<file path="src/rtl/banco_pkg.sv">
// Shared types and helpers for the parametrised register file and its clear sequencer.
package banco_pkg;

  typedef enum logic {
    S_INIT  = 1'b0,
    S_READY = 1'b1
  } state_t;

  // Replicated to build an all-zero word of any width: {WIDTH{ZERO_BIT}}.
  localparam logic ZERO_BIT = 1'b0;

  // Index width for a file of `depth` registers; never narrower than one bit.
  function automatic int addr_w(input int depth);
    return (depth <= 2) ? 1 : $clog2(depth);
  endfunction

endpackage

</file>
<file path="src/rtl/banco_init_seq.sv">
// Clear sequencer: after reset, walks every register index once, writing zero, then raises pronto.
module banco_init_seq
  import banco_pkg::*;
#(
  parameter int DEPTH = 32,
  localparam int AW = addr_w(DEPTH)
) (
  input  logic          clk,
  input  logic          rst,
  output logic          pronto,
  output logic          init_we,
  output logic [AW-1:0] init_idx
);

  state_t        state;
  state_t        next_state;
  logic [AW-1:0] counter;

  always_ff @(posedge clk) begin
    if (rst) begin
      state   <= S_INIT;
      counter <= '0;
    end else begin
      state <= next_state;
      if (state == S_INIT) begin
        counter <= counter + AW'(1);
      end
    end
  end

  // The last clear write and the move to S_READY share the same edge.
  always_comb begin
    next_state = state;
    if (state == S_INIT && counter == AW'(DEPTH - 1)) begin
      next_state = S_READY;
    end
  end

  // Writes are suppressed while rst is high so a restart never leaves a stray clear mid-array.
  always_comb begin
    pronto   = (state == S_READY);
    init_we  = (state == S_INIT) && !rst;
    init_idx = counter;
  end

endmodule

</file>
<file path="src/rtl/banco_registradores_param.sv">
// Parametrised MIPS-style register file: NUM_RD async read ports, one sync write port, self-clearing.
// Define BANCO_BYPASS_EN to forward same-cycle write data to matching read ports.
module banco_registradores_param
  import banco_pkg::*;
#(
  parameter int WIDTH    = 32,
  parameter int DEPTH    = 32,
  parameter int NUM_RD   = 2,
  parameter int ZERO_REG = 1,
  localparam int AW = addr_w(DEPTH)
) (
  input  logic                    clk,
  input  logic                    rst,
  input  logic                    RegWrite,
  input  logic [AW-1:0]           Numero_Reg_Escrita,
  input  logic [WIDTH-1:0]        Dado_escrita,
  input  logic [NUM_RD*AW-1:0]    Numero_Reg,
  output logic [NUM_RD*WIDTH-1:0] Valor_Reg,
  output logic                    pronto
);

  logic [WIDTH-1:0] regs [DEPTH];

  logic             init_we;
  logic [AW-1:0]    init_idx;
  logic             ext_zero_hit;
  logic             ext_we;
  logic             wr_en;
  logic [AW-1:0]    wr_idx;
  logic [WIDTH-1:0] wr_data;

  banco_init_seq #(
    .DEPTH(DEPTH)
  ) u_init_seq (
    .clk     (clk),
    .rst     (rst),
    .pronto  (pronto),
    .init_we (init_we),
    .init_idx(init_idx)
  );

  assign ext_zero_hit = (ZERO_REG != 0) && (Numero_Reg_Escrita == '0);
  // External writes arriving before the clear finishes are dropped, not queued.
  assign ext_we       = RegWrite && pronto && !rst && !ext_zero_hit;

  always_comb begin
    wr_en   = ext_we;
    wr_idx  = Numero_Reg_Escrita;
    wr_data = Dado_escrita;
    if (init_we) begin
      wr_en   = 1'b1;
      wr_idx  = init_idx;
      wr_data = {WIDTH{ZERO_BIT}};
    end
  end

  // Storage carries no reset; the sequencer clears it.
  always_ff @(posedge clk) begin
    if (wr_en) begin
      regs[wr_idx] <= wr_data;
    end
  end

  for (genvar p = 0; p < NUM_RD; p++) begin : g_rd
    logic [AW-1:0]    rd_idx;
    logic             rd_zero_hit;
    logic [WIDTH-1:0] rd_val;

    assign rd_idx      = Numero_Reg[p*AW +: AW];
    assign rd_zero_hit = (ZERO_REG != 0) && (rd_idx == '0);

    always_comb begin
      rd_val = regs[rd_idx];
      if (rd_zero_hit) begin
        rd_val = {WIDTH{ZERO_BIT}};
      end
`ifdef BANCO_BYPASS_EN
      if (RegWrite && pronto && !rd_zero_hit && rd_idx == Numero_Reg_Escrita) begin
        rd_val = Dado_escrita;
      end
`endif
      if (!pronto) begin
        rd_val = {WIDTH{ZERO_BIT}};
      end
    end

    assign Valor_Reg[p*WIDTH +: WIDTH] = rd_val;
  end

endmodule

</file>
<file path="config.mk">
export PLATFORM = sky130hd
export DESIGN_NAME = banco_registradores_param
export DESIGN_NICKNAME = d
export VERILOG_FILES = /design/src/rtl/banco_pkg.sv /design/src/rtl/banco_init_seq.sv /design/src/rtl/banco_registradores_param.sv
export SDC_FILE = /design/constraint.sdc
export NUM_CORES = 1
export LEC_CHECK = 0
export BUFFER_PORTS_ARGS = -buffer_cell sky130_fd_sc_hd__buf_2
export CORE_MARGIN = 3
export CORE_UTILIZATION = 54
export DETAILED_ROUTE_END_ITERATION = 8
export GPL_TIMING_DRIVEN = 0
export PLACE_DENSITY_LB_ADDON = 0.05
export REMOVE_ABC_BUFFERS = 1
export SYNTH_ARGS = -nofsm -noshare
export SYNTH_HDL_FRONTEND = slang
export SYNTH_SLANG_ARGS = --single-unit
</file>
<file path="constraint.sdc">
create_clock -name clk -period 3.1 [get_ports clk]
set_clock_uncertainty 0.1 [all_clocks]
set_input_delay 0.155 -clock clk [delete_from_list [all_inputs] [get_ports clk]]
set_output_delay 0.155 -clock clk [all_outputs]
set_load 0.005 [all_outputs]
</file>
# ---- Word-level counts from Yosys, hierarchy flattened
# Memories as Yosys holds them, arrays and structs flattened.
# Cells that the tools add are included.
dict set report totals {
  ram_bits 1024
  elab_cells 25
  memories 1
  register_bits 6
  output_inout_bits 65
  in_bits 50
}
# memory depth word_bits rd rd_ports_with_merged_regs write_ports line
set memory_table {}
lappend memory_table {regs 32 32 2 0 1 banco_registradores_param.sv:22} ;# logic [WIDTH-1:0] regs [DEPTH];
dict set report op_classes {
  addsub 1
  n_eq_ne 1
  bitwise_logic 1
  n_reduce_logical 10
  mux 9
}
# op n
set ops {}
lappend ops {{2-to-1 mux 32 bit} 5}
lappend ops {{zero test 5 bit} 3}
lappend ops {{adder 5 x 1 -> 5 bit (second input constant)} 1}
lappend ops {{equality test 5 bit (second input constant)} 1}
lappend ops {{logical AND 1 bit} 5}
lappend ops {{2-to-1 mux 5 bit} 1}
lappend ops {{2-to-1 mux 1 bit} 3}
lappend ops {{zero test 1 bit} 2}
lappend ops {{NOT 1 bit} 1}

# ---- Longest topological paths before layout
dict set report depth {
  depth_word 6
  mapped_depth 8
  depth_no_buf 5
}

# ---- Hierarchy
# From an unflattened synthesis, not the netlist that was laid out.
dict set report hier_totals {
  cells_unflattened 2742
  hier_area_um2 47596.9
}
# mod area_each_um2 instances cells_per_inst
set by_module_without_submodules {}
lappend by_module_without_submodules {banco_registradores_param 47325.4 1 2717}
lappend by_module_without_submodules {banco_init_seq 271.5 1 25}

# ---- Least setup slack after synthesis
# OpenSTA, ideal clock, no wires.
dict set report synth_path {
  path_type {register to register}
  startpoint {register u_init_seq.state (netlist: u_init_seq.pronto)}
  endpoint {memory regs[10][0] (enable)}
  setup_time_ns 0.421
  path_slack_ns -0.185
  t_arrival_ns 2.764
  synth_period_minus_slack_ns 3.285
  path_stages_with_launch 7
  path_buffers 2
  cell_sequence {dfxtp_1 -> buf_2 -> nor2_1 -> buf_2 -> mux2i_1 -> nand2_1 -> nor2_1}
}
dict set report synth_via {
  elab_chain_cells 6
  elab_cells_between_ends 9
}
# item line
set synth_rtl {}
lappend synth_rtl {{start: declaration} banco_init_seq.sv:15} ;# state_t state;
lappend synth_rtl {{start signal: assignment} banco_init_seq.sv:24} ;# state <= next_state;
lappend synth_rtl {{logical AND 1 bit (3 in a row)} banco_registradores_param.sv:44} ;# assign ext_we = RegWrite && pronto && !rst && !ext_zero_hit;
lappend synth_rtl {{2-to-1 mux 1 bit} banco_registradores_param.sv:50} ;# if (init_we) begin
lappend synth_rtl {{2-to-1 mux 1 bit} banco_registradores_param.sv:59} ;# if (wr_en) begin
lappend synth_rtl {{2-to-1 mux 1 bit (not written as such)} banco_registradores_param.sv:60} ;# regs[wr_idx] <= wr_data;
lappend synth_rtl {{end: declaration} banco_registradores_param.sv:22}
# Several ways; a longest one is shown, not always the timed one.

# ---- Worst setup path in the final report
dict set report layout_path {
  startpoint {input Numero_Reg[5]}
  endpoint {output Valor_Reg[36]}
}
dict set report layout_via {
  elab_chain_cells 3
  elab_cells_between_ends 4
}
# item line
set layout_rtl {}
lappend layout_rtl {{start: declaration} banco_registradores_param.sv:17} ;# input logic [NUM_RD*AW-1:0] Numero_Reg,
lappend layout_rtl {{memory read (32 x 32 bit) / zero test 5 bit (equally long branches)} -}
lappend layout_rtl {{2-to-1 mux 32 bit (*)} banco_registradores_param.sv:74} ;# if (rd_zero_hit) begin
lappend layout_rtl {{2-to-1 mux 32 bit (*)} banco_registradores_param.sv:82} ;# if (!pronto) begin
lappend layout_rtl {{end: declaration} banco_registradores_param.sv:18} ;# output logic [NUM_RD*WIDTH-1:0] Valor_Reg,
# Mark *: on every way between the ends. The rest lies on a longest branch, timed or not.

==> impl_results.md <==
- Status: finished clean
- Ys flop type: edfxtp_1
- Comb pwr share: 7.2%
- Detail-routed via count per cell: 7.00
- GR Overflow Total: 0
- Most common cell in the netlist: edfxtp_1
- Worst rel slew slack: 17.1%
- Total CTS buffers: 104
- Post-synthesis sequential area ratio: 64.3%
- Multi-input gate area: 15900 um2
- Number of synthesized flops with an enable pin: 994
- Critical Path Sink Type: primary output
- Ys async rst share: 0%
- CTS clk-pin slew, worst paths: 60 ps
- Top cells by count, synth: edfxtp_1 (994), mux2i_1 (579), mux4_2 (193)
- Gpl congestion: 0.778
- Iteration-0 DRC count of the detailed router: 3663
- DRC viols: 0
- DP Area: 49800 um2
- Synth-to-Final Area Change: 17.1%
- Tcrit/Tclk final: 97.7%
- Die Width: 300 um
- Warnings from Yosys: 0
- Final Power: 29.0 mW
- Power Dens Cells: 532 nW/um2
- Reg area: 30000 um2
- Hold_ws: 35.0 ps
- Part of the power in registers: 51.8%
- Actual slew at the worst max-slew pin: 1240 ps
- Port Buffer Count: 114
- DRT antenna net count: 0
- Final setup fails: 0
- Routed len/inst: 34.0 um
- Fin area: 54600 um2
- Worst-Skew Late Latency: 660 ps
- Final Hold Vio Count: 0
- Share of the synthesized area in the top cell type: 64.0%
- Synth area leader: edfxtp_1
- Max_cap viols: 0
- CP Data Arrival Time: 2770 ps
- Hold Path Class: in -> reg
- Peak VDD IR: 489 uV
- Post-Route WL: 146 mm
- Top post-synthesis cells by area: edfxtp_1 (64%), mux2i_1 (12%), mux4_2 (9.3%)
- TritonCTS clock tree: yes
- First-pass GRT wire length: 206 mm
- Vias in the first global route: 30300
- Initial antenna violation count: 2
- Final TNS setup: 0 ps
- Fill cells: 6037
- IO Pins: 115
- Gr usage total: 31.8%
- Die Y-Extent: 300 um
- Pre-antenna DRT Iters: 6
- Synthesized area: 46600 um2
- Final Core Density: 63.9%
- Yosys cell types: 46
- Min Clock Period, post-route: 3030 ps
- Synth Register Bits: 1000
- LEAKAGE: 19.0 nW
- Share of cells above drive strength 1: 23.5%
- P_int: 22.6 mW
- Clock power share: 41.0%
- Critical Path Source Type: input pin
- Die footprint: 89900 um2
- Clk sink count: 1000
- Switch share: 22.1%
- Worst Setup Path Type: in -> out
- Nets: 3105
- Syn Inst Count: 2870
- Starting density of the core: 54.6%
- Clk buf depth: 3
- P_sw: 6.41 mW
- CP max FO: 39
- Pins Over Slew Limit: 0
- Via count: 30000
- H-tree depth: 3
- Pin count of the biggest net entering global routing: 97
- Core area: 85400 um2
- HPWL after DPL: 87.4 mm
- Root Driver: clkbuf_16
- # rows: 107
- Syn avg cell area: 16.2 um2
- Peak Freq: 330 MHz
- Worst path required time: 2840 ps
cells by family after synthesis:
family | Yosys count | synth area share (%)
muxes | 774 | 21.8
xor gates and xnor gates | 3 | 0.0564
adders and majority gates | 2 | 0.0537
and+or+nand+nor | 328 | 3.49
buffers and inverters | 242 | 2.64
DFF | 1000 | 64.3
AOI/OAI and AO/OA | 521 | 7.68
state kept, by name, summed over array words and instances, names as in the netlist:
signal	count
regs	994
u_init_seq.init_idx	5
u_init_seq.pronto	1
power groups by stage:
| stage | combinational [mW] | clock, mW | sequential (mW) |
|---|---|---|---|
| after floorplan | 0.934 | 0 | 15.3 |
| after global placement | 2.16 | 0 | 15.4 |
| after detailed placement | 1.90 | 0 | 15.3 |
| after CTS | 2.02 | 12.0 | 15.0 |
| after global routing | 2.18 | 12.6 | 15.0 |
| final | 2.08 | 11.9 | 15.0 |
cells in the final DEF (no fill, tap or decap), types with 61 or more instances in the layout:
master	n
buf_12	90
mux4_2	193
edfxtp_1	994
o22ai_1	191
nand2_1	139
mux2i_1	579
a221oi_1	61
nand4_1	63
clkbuf_16	108
buf_2	110
a22oi_1	186
per-layer routing:
layer | global-route usage, % | share of wire [%]
met1 | 42.7 | 39
met2 | 51.6 | 48
met3 | 6.16 | 8.9
met4 | 12.9 | 4.4
met5 | 0 | 0.024
final timing paths:
path	slack, ps	cells after the start	from	to
max	70	8	Numero_Reg[5]	Valor_Reg[36]
min	40	2	Dado_escrita[13]	regs[10][13]
max reg2reg	230	6	u_init_seq.pronto	regs[17][8]
min reg2reg	490	2	u_init_seq.init_idx[4]	u_init_seq.init_idx[4]
per-stage QoR:
| step | cells | setup WS [ps] |
|---|---|---|
| 5_1_grt | 4280 | -2.00 |
| 2_1_floorplan | 2633 | -1320 |
| 4_1_cts | 4254 | -80.2 |
| 3_5_place_dp | 3981 | -917 |
| 3_3_place_gp | 3891 | -11070 |
| 6_report | 4285 | 72.8 |
repair_timing:
item,in CTS,in global routing
gates resized for setup,26,2
endpoints found under the setup margin,1032,67
hold buffers,16,0
gates cloned,7,2
pin swaps,38,3
buffers inserted,61,24
hold endpoints to repair,322,0
cell type report:
type,instances,share of cell area (%)
Antenna cell,5,0.0229
Clock buffer,123,4.98
Clock inverter,66,0.903
Inverter,5,0.0344
Multi-Input combinational cell,1631,29.2
Sequential cell,1000,54.9
Tap cell,1144,2.62
Timing Repair Buffer,311,7.35
critical path, cell delays in order:
cell and delay (ps):
buf_12 240, buf_16 300, buf_16 310, or3b_4 770, o22ai_1 190, o21ai_1 150, nand4_1 240, buf_2 230
Power figures use the tool's default switching activity.
